$ cat src/rtl/alu_pkg.sv
// Shared types for param_alu: opcode encoding and controller states.
package alu_pkg;

  typedef enum logic [2:0] {
    nop_op = 3'b000,
    add_op = 3'b001,
    and_op = 3'b010,
    xor_op = 3'b011,
    mul_op = 3'b100,
    sub_op = 3'b101
  } operation_t;

  typedef enum logic [1:0] {
    IDLE = 2'b00,
    EXEC = 2'b01,
    HOLD = 2'b10
  } alu_state_t;

endpackage

$ cat src/rtl/alu_mul_pipe.sv
// Registered unsigned multiplier: MUL_LAT-1 register stages, combinational when MUL_LAT==1.
// flush_i synchronously clears every stage.
module alu_mul_pipe #(
  parameter int DATA_W  = 8,
  parameter int MUL_LAT = 3
) (
  input  logic              clk,
  input  logic              flush_i,
  input  logic [DATA_W-1:0] a_i,
  input  logic [DATA_W-1:0] b_i,
  output logic [2*DATA_W-1:0] p_o
);

  localparam int STAGES = MUL_LAT - 1;

  logic [2*DATA_W-1:0] prod;
  assign prod = {{DATA_W{1'b0}}, a_i} * {{DATA_W{1'b0}}, b_i};

  generate
    if (STAGES == 0) begin : g_comb
      assign p_o = prod;
    end else begin : g_pipe
      logic [2*DATA_W-1:0] stage_q [STAGES];

      // Stage 0 reloads every cycle; the controller's counter picks the right slot.
      always_ff @(posedge clk) begin
        if (flush_i) begin
          for (int i = 0; i < STAGES; i++) stage_q[i] <= '0;
        end else begin
          stage_q[0] <= prod;
          for (int i = 1; i < STAGES; i++) stage_q[i] <= stage_q[i-1];
        end
      end

      assign p_o = stage_q[STAGES-1];
    end
  endgenerate

endmodule

$ cat src/rtl/param_alu.sv
// Multi-cycle ALU behind a level start / pulse done handshake.
// Optional macro ALU_FLAGS_EN adds registered zero/carry/ovf outputs.
//
// state | meaning
// IDLE  | waiting for start; operands and opcode taken on the edge leaving here
// EXEC  | multiply in flight, counter runs down to completion
// HOLD  | result delivered, waiting for start to drop
module param_alu
  import alu_pkg::*;
#(
  parameter int DATA_W  = 8,
  parameter int MUL_LAT = 3
) (
  input  logic                clk,
  input  logic                rst,
  input  logic [DATA_W-1:0]   A,
  input  logic [DATA_W-1:0]   B,
  input  logic [2:0]          op,
  input  logic                start,
  output logic                done,
  output logic                busy,
`ifdef ALU_FLAGS_EN
  output logic                zero,
  output logic                carry,
  output logic                ovf,
`endif
  output logic [2*DATA_W-1:0] result
);

  localparam int CNT_W = (MUL_LAT > 1) ? $clog2(MUL_LAT) : 1;

  alu_state_t          state_q, state_d;
  logic [CNT_W-1:0]    cnt_q, cnt_d;
  logic                done_q, done_d;
  logic [2*DATA_W-1:0] result_q, result_d;
  logic                flush;
  logic [2*DATA_W-1:0] mul_p;
  logic [2*DATA_W-1:0] a_ext, b_ext, sum, diff;
  logic [2*DATA_W-1:0] single_res;
  logic                single_op;
  operation_t          op_t;

  assign op_t  = operation_t'(op);
  assign a_ext = {{DATA_W{1'b0}}, A};
  assign b_ext = {{DATA_W{1'b0}}, B};
  assign sum   = a_ext + b_ext;
  assign diff  = a_ext - b_ext;

  always_comb begin
    single_res = '0;
    single_op  = 1'b1;
    case (op_t)
      add_op:  single_res = sum;
      and_op:  single_res = a_ext & b_ext;
      xor_op:  single_res = a_ext ^ b_ext;
      sub_op:  single_res = diff;
      default: single_op  = 1'b0;
    endcase
  end

  alu_mul_pipe #(
    .DATA_W (DATA_W),
    .MUL_LAT(MUL_LAT)
  ) u_mul (
    .clk    (clk),
    .flush_i(flush),
    .a_i    (A),
    .b_i    (B),
    .p_o    (mul_p)
  );

  always_comb begin
    state_d  = state_q;
    cnt_d    = cnt_q;
    done_d   = 1'b0;
    result_d = result_q;
    flush    = rst;
    case (state_q)
      IDLE: begin
        if (start) begin
          if (single_op) begin
            result_d = single_res;
            done_d   = 1'b1;
            state_d  = HOLD;
          end else if (op_t == mul_op) begin
            if (MUL_LAT == 1) begin
              result_d = mul_p;
              done_d   = 1'b1;
              state_d  = HOLD;
            end else begin
              cnt_d   = CNT_W'(MUL_LAT - 1);
              state_d = EXEC;
            end
          end
        end
      end
      EXEC: begin
        if (!start) begin
          flush   = 1'b1;
          cnt_d   = '0;
          state_d = IDLE;
        end else if (cnt_q == CNT_W'(1)) begin
          result_d = mul_p;
          done_d   = 1'b1;
          cnt_d    = '0;
          state_d  = HOLD;
        end else begin
          cnt_d = cnt_q - CNT_W'(1);
        end
      end
      HOLD: begin
        if (!start) state_d = IDLE;
      end
      default: state_d = IDLE;
    endcase
  end

  always_ff @(posedge clk) begin
    if (rst) begin
      state_q  <= IDLE;
      cnt_q    <= '0;
      done_q   <= 1'b0;
      result_q <= '0;
    end else begin
      state_q  <= state_d;
      cnt_q    <= cnt_d;
      done_q   <= done_d;
      result_q <= result_d;
    end
  end

  assign done   = done_q;
  assign busy   = (state_q == EXEC) || (state_q == HOLD);
  assign result = result_q;

`ifdef ALU_FLAGS_EN
  logic zero_q, carry_q, ovf_q;
  logic carry_d, ovf_d;

  // Overflow is judged on the DATA_W-bit signed view of the operands.
  always_comb begin
    carry_d = 1'b0;
    ovf_d   = 1'b0;
    if (state_q == IDLE) begin
      case (op_t)
        add_op: begin
          carry_d = sum[DATA_W];
          ovf_d   = (A[DATA_W-1] == B[DATA_W-1]) && (sum[DATA_W-1] != A[DATA_W-1]);
        end
        sub_op: begin
          carry_d = (A < B);
          ovf_d   = (A[DATA_W-1] != B[DATA_W-1]) && (diff[DATA_W-1] != A[DATA_W-1]);
        end
        default: ;
      endcase
    end
  end

  always_ff @(posedge clk) begin
    if (rst) begin
      zero_q  <= 1'b0;
      carry_q <= 1'b0;
      ovf_q   <= 1'b0;
    end else if (done_d) begin
      zero_q  <= (result_d == '0);
      carry_q <= carry_d;
      ovf_q   <= ovf_d;
    end
  end

  assign zero  = zero_q;
  assign carry = carry_q;
  assign ovf   = ovf_q;
`endif

endmodule

$ cat config.mk
export PLATFORM = sky130hd
export DESIGN_NAME = param_alu
export DESIGN_NICKNAME = d
export VERILOG_FILES = /design/src/rtl/alu_pkg.sv /design/src/rtl/alu_mul_pipe.sv /design/src/rtl/param_alu.sv
export SDC_FILE = /design/constraint.sdc
export NUM_CORES = 1
export LEC_CHECK = 0
export CAP_MARGIN = 25
export CORE_ASPECT_RATIO = 1.1
export CORE_UTILIZATION = 35
export CTS_CLUSTER_DIAMETER = 150
export DETAILED_ROUTE_END_ITERATION = 8
export MAX_ROUTING_LAYER = met4
export SLEW_MARGIN = 20
export SYNTH_ARGS = -nofsm -noshare
export SYNTH_HDL_FRONTEND = slang
export SYNTH_SLANG_ARGS = --single-unit
$ cat constraint.sdc
create_clock -name clk -period 4.9 [get_ports clk]
set_input_delay 0.98 -clock clk [delete_from_list [all_inputs] [get_ports clk]]
set_output_delay 0.98 -clock clk [all_outputs]
set_load 0.005 [all_outputs]
=== Yosys cells after proc, flatten, opt, wreduce, memory -nomap -nowiden ===
Memories as Yosys holds them, arrays and structs flattened.
Index checks and enable logic that the tools add are counted.

* Register bits after elaboration: 21
* RAM bits: 32
* Memories: 1

{| class="wikitable"
|+ Memory list
! name !! words !! bits a word !! read ports !! clocked after memory_dff !! write ports !! RTL line !! source
|-
| u_mul.g_pipe.stage_q || 2 || 16 || 2 || 0 || 2 || alu_mul_pipe.sv:23 || <nowiki>logic [2*DATA_W-1:0] stage_q [STAGES];</nowiki>
|}

* Add/sub/neg operators: 3
* $mul: 1
* Equal/unequal tests: 17
* Multiplexer cells: 32
* Bitwise operators: 4
* Reduce and logical (&&, ||, !) cells: 7

{| class="wikitable"
|+ Operators by type and width
! operator !! number
|-
| $mux 16 || 6
|-
| $pmux 16 s4 || 1
|-
| $pmux 16 s2 || 1
|-
| $mux 2 || 11
|-
| $mul 8x8->16 || 1
|-
| $ne 2x2->1 const B || 7
|-
| $mux 1 || 10
|-
| $add 8x8->9 || 1
|-
| $sub 8x8->9 || 1
|-
| $and 8x8->8 || 1
|-
| $reduce_and 4->1 || 2
|-
| $xor 8x8->8 || 1
|-
| $eq 3x2->1 const B || 2
|-
| $eq 3x3->1 const B || 2
|-
| $ne 3x3->1 const B || 2
|-
| $pmux 2 s3 || 1
|-
| $reduce_and 5->1 || 1
|-
| $eq 2x1->1 const B || 2
|-
| $pmux 2 s2 || 1
|-
| $reduce_or 4->1 || 1
|-
| $eq 3x1->1 const B || 1
|-
| $eq 2x2->1 const B || 1
|-
| $logic_not 2->1 || 1
|-
| $or 1x1->1 || 2
|-
| 4 further kinds || 4
|}

=== Longest topological paths before layout ===
Gate-level depths: netlist of run 1.

* Depth after elaboration: 6
* Gate-level depth with buffers: 16
* Gate-level depth less buffers: 16

=== By module ===
Synthesis of run 1 repeated with hierarchy kept, for this count alone.

* Cell total of the unflattened synthesis: 607
* Area total of the unflattened synthesis: 5,388.9 um^2

{| class="wikitable"
|+ Modules (own cells, without submodules)
! module !! times used !! cells each !! area each (um^2) !! sequential area each (um^2)
|-
| alu_mul_pipe || 1 || 327 || 3,100.5 || 640.6
|-
| param_alu || 1 || 280 || 2,288.4 || 420.4
|}

=== Least setup slack after synthesis of run 1 ===
OpenSTA, ideal clock, no wires.

* Kind: in2reg
* Start point: input A[4]
* End point: memory u_mul.g_pipe.stage_q[0][14] (netlist bit)
* Library setup time: 0.141 ns
* Arrival time: 4.518 ns
* Required time: 4.759 ns
* Path slack: 0.240 ns
* Cell stages on the path: 13
* Buffers on the path: 0
* Cells stage by stage: ha_1 fa_1 fa_1 fa_1 inv_1 fa_1 inv_1 ha_1 a21o_1 a211oi_1 o21ai_0 nand4_1 o211ai_1

{| class="wikitable"
|+ RTL lines
! item !! RTL line !! source
|-
| start, declared || param_alu.sv:16 || <nowiki>input logic [DATA_W-1:0] A,</nowiki>
|-
| end, declared || alu_mul_pipe.sv:23 ||
|}

==> results of run 1 <==
per-layer routing:
metal  vias to the layer above  track usage, %  part of all wire [%]
li1                       2149               -                     -
met1                      2066            22.3                    44
met2                        68            33.3                    51
met3                        16            2.59                   2.9
met4                         0            4.69                   1.7
met5                         -               -                     0
area by class of cell:
cell class              count  area (um2)  area share [%]
multi-input cells         445        3740            60.6
flip-flops and latches     53        1060            17.2
repair buffers             85         718            11.7
inverters                  67         251            4.08
well taps                 188         235            3.82
clock buffers               5         125            2.03
clock inverters             2        35.0           0.569
cell usage after synthesis (5+ instances only):
cell      instances
a211oi_1         13
a21o_1            5
a21oi_1          30
and2_1           61
and3_1            5
clkbuf_1         20
dfxtp_1          53
fa_1             38
ha_1             56
inv_1            67
mux2i_1          11
nand2_1          34
nand2b_1          8
nand3b_1          5
nand4b_1          6
nor2_1           30
nor2b_1          12
nor3_1           11
nor3b_1           8
o211ai_1          8
o21a_1            8
o21ai_0          23
o31ai_1           5
or2_2             5
power groups by stage:
| stage | Sequential [mW] | Clock [mW] | Combinational (mW) |
|---|---|---|---|
| 6_report | 0.576 | 0.381 | 1.39 |
| 5_1_grt | 0.585 | 0.407 | 1.58 |
| 4_1_cts | 0.577 | 0.387 | 1.39 |
| 3_5_place_dp | 0.586 | 0 | 1.34 |
| 3_3_place_gp | 0.583 | 0 | 1.32 |
| 2_1_floorplan | 0.574 | 0 | 0.873 |
per-stage QoR:
stage / power [mW] / hold WS, ns / cell area, um2
6_report: 2.35 / 0.427 / 6160
5_1_grt: 2.57 / 0.440 / 6160
4_1_cts: 2.35 / 0.429 / 6150
3_5_place_dp: 1.92 / 0.413 / 5960
3_3_place_gp: 1.90 / 0.407 / 5960
2_1_floorplan: 1.45 / 0.406 / 5120
flip-flops by register name, summed over array words and instances, names as in the netlist:
register              count
state_q                   2
done                      1
result                   16
u_mul.g_pipe.stage_q     32
cnt_q                     2
worst min path at each step:
stage / startpoint / to / slack (ns) / cells past startpoint
2_1_floorplan: u_mul.g_pipe.stage_q[0][0]$_SDFF_PP0_ / u_mul.g_pipe.stage_q[0][16]$_SDFF_PP0_ / 0.41 / 1
3_3_place_gp: u_mul.g_pipe.stage_q[0][2]$_SDFF_PP0_ / u_mul.g_pipe.stage_q[0][18]$_SDFF_PP0_ / 0.41 / 1
3_5_place_dp: u_mul.g_pipe.stage_q[0][0]$_SDFF_PP0_ / u_mul.g_pipe.stage_q[0][16]$_SDFF_PP0_ / 0.41 / 1
4_1_cts: u_mul.g_pipe.stage_q[0][0]$_SDFF_PP0_ / u_mul.g_pipe.stage_q[0][16]$_SDFF_PP0_ / 0.43 / 1
5_1_grt: u_mul.g_pipe.stage_q[0][0]$_SDFF_PP0_ / u_mul.g_pipe.stage_q[0][16]$_SDFF_PP0_ / 0.44 / 1
6_report: u_mul.g_pipe.stage_q[0][2]$_SDFF_PP0_ / u_mul.g_pipe.stage_q[0][18]$_SDFF_PP0_ / 0.43 / 1
cell usage in the layout (no fill, tap or decap), types with 12 or more instances in the layout:
cell type | netlist | final
fa_1 | 38 | 35
nand2_1 | 34 | 33
a21oi_1 | 30 | 28
buf_4 | 0 | 46
clkdlybuf4s50_1 | 0 | 27
and2_1 | 61 | 61
ha_1 | 56 | 54
inv_1 | 67 | 67
o21ai_0 | 23 | 22
nor2b_1 | 12 | 12
dfxtp_1 | 53 | 53
nor2_1 | 30 | 30
kinds of logic (layout without fill, tap and decap cells):
logic type	Yosys count	in the layout
adder cells (fa/ha/maj)	94	94
XOR/XNOR	4	4
multiplexers	13	13
buffers and inverters	95	159
flip-flops	53	53
AND/OR/NAND/NOR	214	214
AO/OA/AOI/OAI	120	120
what timing repair did:
| action | in CTS | in global routing |
|---|---|---|
| resized for setup | 19 | 14 |
| buffers inserted | 0 | 0 |
| setup endpoints to repair | 7 | 7 |
| pin swaps | 4 | 6 |
==> key figures, run 1 <==
Run status
  • Status: finished clean

Global routing
  • First-pass GRT wire length: approximately 22000 um
  • Total global-route track usage: 18.8%
  • Initial antenna violation count: 0
  • Largest net degree at the start of global routing: 35
  • GRT overflow: 0
  • Vias in the first global route: 4580

Place
  • Dpl cells: 838
  • Routability Congestion: 0.865
  • IO Port Bufs: 39
  • Detailed placement HPWL: 10300 um
  • Pre-CTS WS: -0.571 ns

Setup path
  • R2R Path Start: state_q[1]$_SDFFE_PP0P_
  • Buf+Inv Stages, Crit Path: 4
  • Worst EP required: just over 5 ns
  • Crit-path slowest cell: fa_1
  • Critical path startpoint: A[6]
  • CP most frequent cell: fa_1
  • CP top delay family: adder cells
  • Crit path DAT: between 4 and 5 ns
  • Cell-by-cell trace of the critical path: clkdlybuf4s50_1 > and2_1 > fa_1 > fa_2 > fa_1 > inv_1 > fa_1 > inv_1 > ha_1 > buf_4 > o21a_1 > o31a_1 > o31ai_4 > mux2i_1
  • CP startpoint kind: input port
  • R2r endpoint: result[4]$_SDFFE_PP0P_
  • Crit path max fanout: 3
  • Stages on worst setup path: 14
  • Critical Path End Type: flip-flop
  • R2R Setup Slk: 2.07 ns
  • Largest incremental delay on the critical path: 0.54 ns
  • Critical Setup Path Class: in2reg
  • R2r worst-path depth: 7
  • Crit path to: u_mul.g_pipe.stage_q[0][11]$_SDFF_PP0_

Routing
  • DRT Pass-1 Iters: 4
  • Average wire per standard cell: 14.9 um
  • DR iter-0 viols: 157
  • Via/cell ratio: 5.09
  • Routed wire length: 12600 um
  • Remaining DRCs: 0
  • Post-route ant nets: 0
  • Via count: 4299

STA
  • Clock Skews: 0.00609 ns
  • Max Slew Vio Count: 0
  • Setup TNS: 0 ns
  • Ratio of final minimum period to clock period: 96.5%
  • Setup slack after layout: around 0.17 ns
  • Fmax: 0.212 GHz
  • Final hold vios: 0
  • Slew headroom: 37.6%
  • RSZ-0062 raised after global routing: true
  • Slew @ Worst Pin: 0.935 ns
  • Tmin final: 4.73 ns
  • Setup violators final: 0

Power and ir drop
  • Clk pwr share: 16.2%
  • Power Density: ~380 nW/um2
  • Cell Int Power: 1.45 mW
  • Switching portion of total power: a little under two fifths
  • Flop pwr share: approximately a quarter
  • P_sw: 0.895 mW
  • Peak supply drop: between 0.2 and 0.25 mV
  • Leak: 2.76 nW
  • Combinational fraction of design power: roughly 59%

Layout
  • Synth-to-layout area growth: 20.4%
  • Layout cells sized above 1: around an eighth
  • # nets final: 773
  • Diode count: 0
  • Final core occ: a little over two fifths
  • Fillers: between 1000 and 1500
  • Final Non-Filler Cells: 845

Floorplanning
  • Starting Density: 36.5%
  • Die H: 129 um
  • Die area: 15100 um2
  • IO Pins: 40
  • Core region area: 14000 um2
  • Die W: 117 um
  • Rows: 45

Clocking
  • Clk root buf: clkbuf_16
  • Max Root-Sink Buffers: 2
  • Clock latency on the worst-skew pair: 0.28 ns
  • CTS Buf Count: 5
  • CTS tree: built
  • CTS Sinks: 53
  • Cts hold-fix bufs: 0
  • H-tree Lvls: 2
  • Clk slew on worst S/H paths: ~0.070 ns

Synth
  • Post-synthesis cell type count: 61
  • Ys flop type: dfxtp_1
  • Largest family of logic cells by synthesized area: adder cells
  • Warnings, synthesis: 0
  • Asr flop ratio synth: 0%
  • Post-Synthesis Cell Area: 5120 um2
  • Avg Inst Size Synth: 8.63 um2
  • Post-synthesis mux area share: 2.59%
  • Post-synth EDFFs: 0
  • Xor/xnor cell area share of the yosys netlist: less than 1%
  • Synth top area cells: dfxtp_1 (21%), fa_1 (15%), ha_1 (14%), and2_1 (7.5%), inv_1 (4.9%)
  • Top cell type's share of synthesized area: 20.7%
  • Fraction of the mapped netlist area in simple logic gates: 24.3%
  • Cell count after synthesis: about 590
  • Compound-Gate Fraction of Synth Area: 15.7%
  • FF+latch count, synth: 53
  • Syn nets: a little over 700
  • Post-synthesis sequential area ratio: 20.7%
  • Yosys top cell by area: dfxtp_1
  • Adder-Cell Fraction of Synth Area: 28.6%

Run
  • MaxCap Viol Count: 0

Min path
  • Min-delay worst type: reg2reg
No activity file was read; power rests on OpenSTA's default activity.
==> run 2: changes to the inputs <==
--- a/config.mk
+++ b/config.mk
@@ -15,3 +15,4 @@
 export SYNTH_ARGS = -nofsm -noshare
 export SYNTH_HDL_FRONTEND = slang
 export SYNTH_SLANG_ARGS = --single-unit
+export TNS_END_PERCENT = 30
==> run 2 against run 1 <==
Non-clock buffer count is the same. Die area is the same. Final cell count is the same. Hold slack is essentially flat. Via count is essentially flat. Combinational power is essentially flat. Largest power group unchanged.
==> key figures, run 2 (synthesis results as in run 1) <==
Layout
  • Diode count: 0 (unchanged)
  • Layout cells sized above 1: 12.0% (-0.15 points)
  • Commonest non-fill, non-tap cell in the layout: inv_1
  • Synth-to-layout area growth: 20.3% (about the same)
  • Final core occ: 43.9% (about the same)
  • Register with the most flip-flops: u_mul.g_pipe.stage_q
  • Max FFs per register: 32 (unchanged)
  • Most frequent cells in the layout: inv_1 (67), and2_1 (61), ha_1 (54)
  • Area occupied by multi-input gates: 3730 um2 (-0.13%)
  • Seq. cell area: 1060 um2 (unchanged)
  • # nets final: 773 (unchanged)
  • Fillers: 1368 (unchanged)

Setup path
  • Critical Setup Path Class: in2reg
  • Worst EP required: 5.08 ns (-0.03 ns)
  • Crit path DAT: 4.94 ns (about the same)
  • R2R Setup Slk: 2.07 ns (about the same)
  • Crit path max fanout: 3 (unchanged)
  • R2r worst-path depth: 7 (unchanged)
  • CP startpoint kind: input port
  • R2R Path Start: state_q[1]$_SDFFE_PP0P_
  • Critical Path End Type: flip-flop
  • R2r endpoint: result[4]$_SDFFE_PP0P_

Global routing
  • GRT overflow: 0 (unchanged)
  • Initial antenna violation count: 0 (unchanged)
  • Largest net degree at the start of global routing: 35 (unchanged)
  • Vias in the first global route: 4588 (+0.17%)
  • Total global-route track usage: 18.8% (-0.020 points)
  • First-pass GRT wire length: 22000 um (about the same)

STA
  • Final hold vios: 0 (unchanged)
  • Setup violators final: 0 (unchanged)
  • Ratio of final minimum period to clock period: 97.3% (+0.81 points)
  • RSZ-0062 raised after global routing: true
  • Smallest hold slack: 0.427 ns (-0.000459 ns)
  • Slew headroom: 38.1% (+0.43 points)
  • Setup slack after layout: 0.133 ns (-0.0398 ns)
  • Fmax: 0.210 GHz (-0.83%)
  • Slew @ Worst Pin: 0.929 ns (-0.00648 ns)
  • Tmin final: 4.77 ns (+0.0398 ns)
  • Max Slew Vio Count: 0 (unchanged)
  • Clock Skews: 0.00671 ns (+0.000617 ns)

Power and ir drop
  • Peak supply drop: 0.210 mV (-0.20%)
  • Leak: 2.75 nW (about the same)
  • P_sw: 0.894 mW (about the same)
  • Flop pwr share: 24.6% (about the same)
  • Power Density: 381 nW/um2 (about the same)
  • Clk pwr share: 16.3% (about the same)
  • Combinational fraction of design power: 59.1% (-0.2 points)
  • Cell Int Power: 1.45 mW (-0.23%)
  • Switching portion of total power: 38.2% (about the same)

Floorplanning
  • IO Pins: 40 (unchanged)
  • Rows: 45 (unchanged)
  • Core region area: 14000 um2 (unchanged)
  • Starting Density: 36.5% (unchanged)
  • Die W: 117 um (unchanged)
  • Die area: 15100 um2 (unchanged)
  • Die H: 129 um (unchanged)

Place
  • IO Port Bufs: 39 (unchanged)
  • Pre-CTS WS: -0.571 ns (unchanged)
  • Routability Congestion: 0.865 (unchanged)
  • Detailed placement HPWL: 10300 um (unchanged)

Routing
  • DR iter-0 viols: 182 (+16%)
  • Via count: 4298 (-0.023%)
  • Routed wire length: 12600 um (+0.18%)
  • Post-route ant nets: 0 (unchanged)
  • Average wire per standard cell: 14.9 um (+0.18%)
  • DRT Pass-1 Iters: 4 (unchanged)
  • Remaining DRCs: 0 (unchanged)
  • Via/cell ratio: 5.09 (about the same)

Clocking
  • CTS Sinks: 53 (unchanged)
  • Clk slew on worst S/H paths: 0.07 ns (about the same)
  • Clk root buf: clkbuf_16
  • CTS tree: built
  • CTS Buf Count: 5 (unchanged)
  • Clock latency on the worst-skew pair: 0.28 ns (about the same)
  • Max Root-Sink Buffers: 2 (unchanged)
  • H-tree Lvls: 2 (unchanged)

Min path
  • HP Start: u_mul.g_pipe.stage_q[0][2]$_SDFF_PP0_
  • Hold Path Cell Cnt: 1 (unchanged)
  • Min-delay worst type: reg2reg
  • Hold Path Sink: u_mul.g_pipe.stage_q[0][18]$_SDFF_PP0_

Run status
  • Status: finished clean

Run
  • MaxCap Viol Count: 0 (unchanged)
-- run 2: layout make-up --
type / instances / area share, %
Timing Repair Buffer: 85 / 11.7
Tap cell: 188 / 3.82
Sequential cell: 53 / 17.2
Inverter: 67 / 4.08
Clock buffer: 5 / 2.03
Multi-Input combinational cell: 445 / 60.6
Clock inverter: 2 / 0.569
-- run 2: worst max-delay path by stage --
stage                     from                                endpoint  slack, ns  cells after the start
final                     A[6]   u_mul.g_pipe.stage_q[0][9]$_SDFF_PP0_       0.13                     14
after global routing      A[6]  u_mul.g_pipe.stage_q[0][11]$_SDFF_PP0_      -0.01                     14
after CTS                 A[0]  u_mul.g_pipe.stage_q[0][11]$_SDFF_PP0_     -0.007                     15
after detailed placement  B[3]  u_mul.g_pipe.stage_q[0][11]$_SDFF_PP0_      -0.57                     14
after global placement    B[3]  u_mul.g_pipe.stage_q[0][11]$_SDFF_PP0_      -0.49                     15
after floorplan           A[4]  u_mul.g_pipe.stage_q[0][14]$_SDFF_PP0_       0.24                     13
-- run 2: power by group through the flow --
stage               logic (mW)  registers, mW  clock network, mW
global route              1.58          0.585              0.407
floorplan                0.873          0.574                  0
finish                    1.39          0.575              0.382
global placement          1.32          0.583                  0
detailed placement        1.34          0.586                  0
CTS                       1.38          0.577              0.387
-- run 2: through the flow --
step | area, um2 | cells | TNS (ns) | total power, mW
2_1_floorplan | 5120 | 593 | 0 | 1.45
3_3_place_gp | 5960 | 838 | -2.99 | 1.90
3_5_place_dp | 5960 | 838 | -3.64 | 1.92
4_1_cts | 6150 | 845 | -0.00676 | 2.35
5_1_grt | 6160 | 845 | -0.0156 | 2.57
6_report | 6160 | 845 | 0 | 2.34
-- run 2: what timing repair did --
item                                    4_1_cts  5_1_grt
cloned                                        0        0
pin swaps                                     4        6
hold endpoints to repair                      0        0
gates resized for setup                      18       14
setup buffers                                 0        0
endpoints found under the setup margin        7        7
hold buffers                                  0        0
-- run 2: routing by layer --
| metal | global-route usage [%] | vias up | part of all wire [%] |
|---|---|---|---|
| met5 | - | - | 0 |
| met4 | 4.99 | 0 | 2.0 |
| met3 | 2.54 | 16 | 2.6 |
| met2 | 33.1 | 64 | 51 |
| met1 | 22.3 | 2069 | 44 |
| li1 | - | 2149 | - |
-- run 2: critical path: stages --
cell and delay, ns:
clkdlybuf4s50_1 0.45, and2_1 0.19, fa_1 0.52, fa_2 0.47, fa_1 0.54, inv_1 0.06
fa_1 0.53, inv_1 0.04, ha_1 0.33, buf_4 0.16, o21a_1 0.13, o31a_1 0.15
buf_4 0.14, a211oi_1 0.26
==> RTL change 1, RTL diff (flow settings as in run 2) <==
`DATA_W` is set to 8 in 2 places; all go to 6.
--- a/src/rtl/alu_mul_pipe.sv
+++ b/src/rtl/alu_mul_pipe.sv
@@ -1,7 +1,7 @@
 // Registered unsigned multiplier: MUL_LAT-1 register stages, combinational when MUL_LAT==1.
 // flush_i synchronously clears every stage.
 module alu_mul_pipe #(
-  parameter int DATA_W  = 8,
+  parameter int DATA_W  = 6,
   parameter int MUL_LAT = 3
 ) (
   input  logic              clk,
--- a/src/rtl/param_alu.sv
+++ b/src/rtl/param_alu.sv
@@ -8,7 +8,7 @@
 module param_alu
   import alu_pkg::*;
 #(
-  parameter int DATA_W  = 8,
+  parameter int DATA_W  = 6,
   parameter int MUL_LAT = 3
 ) (
   input  logic                clk,
Interface: changed (resized A, B and result); port bits go from 40 to 32. No check against the original RTL was run, so the function may have changed too.
==> RTL change 1 against run 2 <==
  * Die area decreased by 36%
  * Worst setup slack improved by 0.25 ns
  * Cell area down 38%
  * Sequential power fell by 27%
  * Synthesized area down 36%
  * Synthesized cell count fell by 36%
  * Sequential cell count decreased by 12
  * Power down 50%
  * Non-clock buffer count down 45
  * Routed wire length down 40%
  * Critical path type unchanged
  * Largest cell class unchanged
  * Highest routed layer unchanged
==> RTL change 1: results (changes against run 2) <==
[outcome]
status = finished clean

[power_and_ir_drop]
ir_drop_mv = 0.128  ; -39%
leakagePower_nw = 1.67  ; -40%

[synth]
synth_xor_xnor_area_share_pct = 0.268  ; -0.42 points
synth.distinct_cells = 58  ; -4.9%
netlist_top_cells_count = 41 x dfxtp_1, 41 x inv_1, 36 x ha_1, 30 x nand2_1, 28 x and2_1
synthAdderAreaFrac_pct = 25.5  ; -3.1 points
synth.area.mux_share_pct = 1.23  ; -1.4 points

[min_path]
min_to = u_mul.g_pipe.stage_q[0][16]$_SDFF_PP0_
worstHoldStart = u_mul.g_pipe.stage_q[0][4]$_SDFF_PP0_

[setup_path]
crit_arrival_ns = 4.75  ; -0.19 ns
rrSetupSlack_ns = 2.30  ; +0.23 ns
worstReg2RegEnd = result[3]$_SDFFE_PP0P_
crit_fanout = 7  ; +4

[placement]
place_hpwl_mm = 6.01  ; -42%
dp_cells = 519  ; -38%
numPortBuffers = 31  ; -21%

[global_routing]
grt_pass1_vias = 2808  ; -39%
grt_pass1_wl_mm = 13.4  ; -39%
grt_max_degree = 21  ; -40%

[sta]
skew_ns = 0.00777  ; +0.00106 ns
maxSlewHeadroom_pct = 49.3  ; +11 points

[routing]
drtIter0Drc = 104  ; -43%
vias = 2744  ; -36%
wirelength_mm = 7.54  ; -40%

[final_layout]
largest_register_ffs = 24  ; -25%
drive_above_1_share_pct = 6.78  ; -5.2 points
nets = 485  ; -37%

[clock_network]
clkTransAtPathRegs_ns = 0.09  ; +0.02 ns
postCtsSetupRepairBufs = 0  ; unchanged
cts-resized-gates = 0  ; -18

RTL change 1: worst max-delay path by stage:
stage | startpoint | to | slack (ns)
2_1_floorplan | A[2] | u_mul.g_pipe.stage_q[0][11]$_SDFF_PP0_ | 0.83
3_3_place_gp | B[1] | u_mul.g_pipe.stage_q[0][11]$_SDFF_PP0_ | 0.14
3_5_place_dp | A[3] | u_mul.g_pipe.stage_q[0][11]$_SDFF_PP0_ | 0.04
4_1_cts | A[3] | u_mul.g_pipe.stage_q[0][11]$_SDFF_PP0_ | 0.35
5_1_grt | A[3] | u_mul.g_pipe.stage_q[0][11]$_SDFF_PP0_ | 0.14
6_report | A[3] | u_mul.g_pipe.stage_q[0][11]$_SDFF_PP0_ | 0.38
RTL change 1: area by class of cell:
type                       count  area (µm²)
inverter                      42         158
multi-input combinational    282        2200
fill                         880        5170
sequential                    41         821
tap                          114         143
clock inverter                 3        25.0
timing repair buffer          40         378
clock buffer                   5        68.8
RTL change 1: stage by stage:
step | cell area [µm²] | util (%) | setup slack (ns) | hold WS, ns
after floorplan | 3260 | - | 0.833 | 0.406
after global placement | 3700 | 41.3 | 0.142 | 0.413
after detailed placement | 3700 | 41.3 | 0.0447 | 0.410
after CTS | 3790 | 42.3 | 0.349 | 0.429
after global routing | 3790 | 42.3 | 0.141 | 0.446
final | 3790 | 42.3 | 0.382 | 0.427
RTL change 1: per-layer routing:
| metal | wire [µm] | part of all wire (%) | global-route usage [%] |
|---|---|---|---|
| met4 | 227 | 3.0 | 5.68 |
| met1 | 3360 | 45 | 21.3 |
| met5 | 0 | 0 | - |
| met3 | 320 | 4.2 | 3.36 |
| met2 | 3640 | 48 | 31.2 |
RTL change 1: kinds of logic after synthesis:
| family | Yosys count |
|---|---|
| buffers and inverters | 56 |
| adder cells (fa/ha/maj) | 55 |
| flip-flops | 41 |
| multiplexers | 4 |
| AO/OA/AOI/OAI | 90 |
| AND/OR/NAND/NOR | 132 |
| XOR/XNOR | 1 |
RTL change 1: power by group:
part / total (mW) / internal [mW] / switching, mW
clock: 0.229 / 0.103 / 0.126
combinational: 0.522 / 0.241 / 0.281
sequential: 0.420 / 0.398 / 0.0220
RTL change 1: critical path, cell delays in order:
cell,delay (ns)
clkdlybuf4s50_1,0.65
nand2_1,0.13
fa_1,0.56
fa_1,0.44
fa_1,0.55
inv_1,0.04
ha_1,0.31
nor2b_1,0.15
o21ai_0,0.20
a21boi_0,0.20
o31ai_1,0.34
mux2i_1,0.21
==> RTL change 2, RTL diff (config.mk and constraints of run 2) <==
Made on the original files. The 3 states of `alu_state_t` get a one-hot encoding in 3 bits.
--- a/src/rtl/alu_pkg.sv
+++ b/src/rtl/alu_pkg.sv
@@ -10,10 +10,10 @@
     sub_op = 3'b101
   } operation_t;
 
-  typedef enum logic [1:0] {
-    IDLE = 2'b00,
-    EXEC = 2'b01,
-    HOLD = 2'b10
+  typedef enum logic [2:0] {
+    IDLE = 3'b001,
+    EXEC = 3'b010,
+    HOLD = 3'b100
   } alu_state_t;
 
 endpackage
Check against the original RTL: no difference found for any inputs over 10 cycles, from zero or initial values and one cycle with rst high; not proved beyond that.
==> RTL change 2 against run 2 <==
  * Cell area decreased by 3.1%
  * Sequential power decreased by 8.9%
  * Power decreased by 18%
  * Synthesized area decreased by 5.4%
  * Maximum frequency increased by 1.4%
  * Largest cell class unchanged
  * Count of clock-buffer cells in the layout unchanged
  * Global-route usage decreased by 0.90 points
  * Worst setup slack improved by 0.068 ns
  * Largest power group unchanged
  * First-iteration DRC count increased by 51%
  * Final cell count decreased by 1.5%
  * Routed wire length decreased by 6.5%
  * Clock power decreased by 5%
  * Sequential cell count increased by 1
==> RTL change 2: results (changes against run 2) <==
[global_routing]
grt_pass1_vias = 4207  ; -8.3%
grt_max_degree = 24  ; -31%
grt_pass1_wl_mm = 19.8  ; -10%
antenna_found_initial = 0  ; unchanged
grt.total_usage_pct = 17.9  ; -0.90 points

[final_layout]
fillCellCount = 1364  ; -0.29%
drive_above_1_share_pct = 11.9  ; -0.14 points
instances_no_fill = 832  ; -1.5%
largest_register_ffs = 32  ; unchanged
nets = 760  ; -1.7%
final_util_pct = 44.8  ; +0.88 points
top_register = u_mul.g_pipe.stage_q

[synth]
synth-async-reset-ratio_pct = 0  ; unchanged
synth.distinct_cells = 55  ; -9.8%
syn-num-nets = 680  ; -4.1%
netlist_top_cells_count = 68 x inv_1, 59 x and2_1, 54 x dfxtp_1, 53 x ha_1, 50 x nor2_1
ys_warn_count = 0  ; unchanged
ys_seq_area_share_pct = 22.3  ; +1.6 points
synth_top_area_share_pct = 22.3  ; +1.6 points
syn_avg_cell_area_um2 = 8.53  ; -1.1%
synth_area_leaders = dfxtp_1 22%, fa_1 16%, ha_1 14%

[setup_path]
rrSetupSlack_ns = 2.54  ; +0.47 ns
rr_startpoint = state_q[2]$_SDFFE_PP0P_
crit_arrival_ns = 4.88  ; -0.06 ns
worstReg2RegEnd = u_mul.g_pipe.stage_q[0][13]$_SDFF_PP0_
r2r_cells = 6  ; -1
crit_fanout = 4  ; +1

[routing]
dr.pass1.iters = 4  ; unchanged
drtIter0Drc = 275  ; +51%
vias = 4122  ; -4.1%
drt.antenna.violating_nets = 0  ; unchanged
wirelength_mm = 11.8  ; -6.5%

[clock_network]
clock_path_buffers = 2  ; unchanged
htreeDepth = 2  ; unchanged
postCtsSetupRepairBufs = 0  ; unchanged
cts_buffers = 5  ; unchanged
cts-resized-gates = 14  ; -4

[power_and_ir_drop]
internal-power_mw = 1.21  ; -16%
clockPowerShare_pct = 19.0  ; +2.7 points
p_seq_mw = 0.524  ; -8.9%
ir_drop_mv = 0.168  ; -20%
p_comb_share_pct = 53.6  ; -5.5 points
leakagePower_nw = 2.79  ; +1.4%

[min_path]
hold_path_depth = 1  ; unchanged
worstHoldStart = u_mul.g_pipe.stage_q[0][4]$_SDFF_PP0_
min_to = u_mul.g_pipe.stage_q[0][20]$_SDFF_PP0_
min_path_type = reg2reg

[placement]
numPortBuffers = 39  ; unchanged
placed_area_um2 = 5760  ; -3.3%
place_hpwl_mm = 9.74  ; -5.4%
globalplace.congestion = 0.913  ; +5.6%
place_ws_ns = -0.464  ; +0.107 ns
dp_cells = 824  ; -1.7%

[sta]
max_freq_ghz = 0.213  ; +1.4%
skew_ns = 0.00765  ; +0.000938 ns
holdWs_ns = 0.422  ; -0.00476 ns
tightest_slew_ns = 0.909  ; -0.0197 ns

[outcome]
status = finished clean

==> RTL change 2: critical path: stages <==
cell and delay (ns):
clkdlybuf4s50_1 0.46, and2_1 0.20, fa_1 0.52, fa_1 0.44, fa_1 0.54, inv_1 0.05, fa_1 0.53, inv_1 0.04
ha_1 0.33, nand4_1 0.12, o211ai_1 0.12, a21oi_2 0.20, buf_4 0.14, xor2_1 0.15, nor2_1 0.05
==> RTL change 2: worst max path at each step <==
stage,to,cells after the start,from
5_1_grt,u_mul.g_pipe.stage_q[0][13]$_SDFF_PP0_,14,A[6]
3_3_place_gp,u_mul.g_pipe.stage_q[0][13]$_SDFF_PP0_,16,B[3]
4_1_cts,u_mul.g_pipe.stage_q[0][13]$_SDFF_PP0_,16,A[5]
3_5_place_dp,u_mul.g_pipe.stage_q[0][13]$_SDFF_PP0_,16,A[3]
6_report,u_mul.g_pipe.stage_q[0][10]$_SDFF_PP0_,15,A[6]
2_1_floorplan,u_mul.g_pipe.stage_q[0][14]$_SDFF_PP0_,14,A[4]
==> RTL change 2: area by class of cell <==
type	instances	area share, %
inverter	68	4.28
clock buffer	5	2.10
sequential	54	18.1
timing repair buffer	90	12.8
clock inverter	3	0.482
multi-input combinational	428	58.4
tap	184	3.86
==> RTL change 2: per-layer routing <==
metal / global-route usage (%) / wire (µm) / vias up
li1: - / - / 2068
met3: 2.08 / 430 / 23
met5: - / 0 / -
met4: 6.49 / 353 / 0
met1: 21.5 / 5250 / 1946
met2: 30.7 / 5720 / 85
==> RTL change 2: cell families after synthesis <==
logic type	synth area share, %
AOI/OAI and AO/OA	16.1
adders and majority gates	29.4
DFF	22.3
and+or+nand+nor	22.2
xor gates and xnor gates	1.81
buffers and inverters	6.88
muxes	1.24
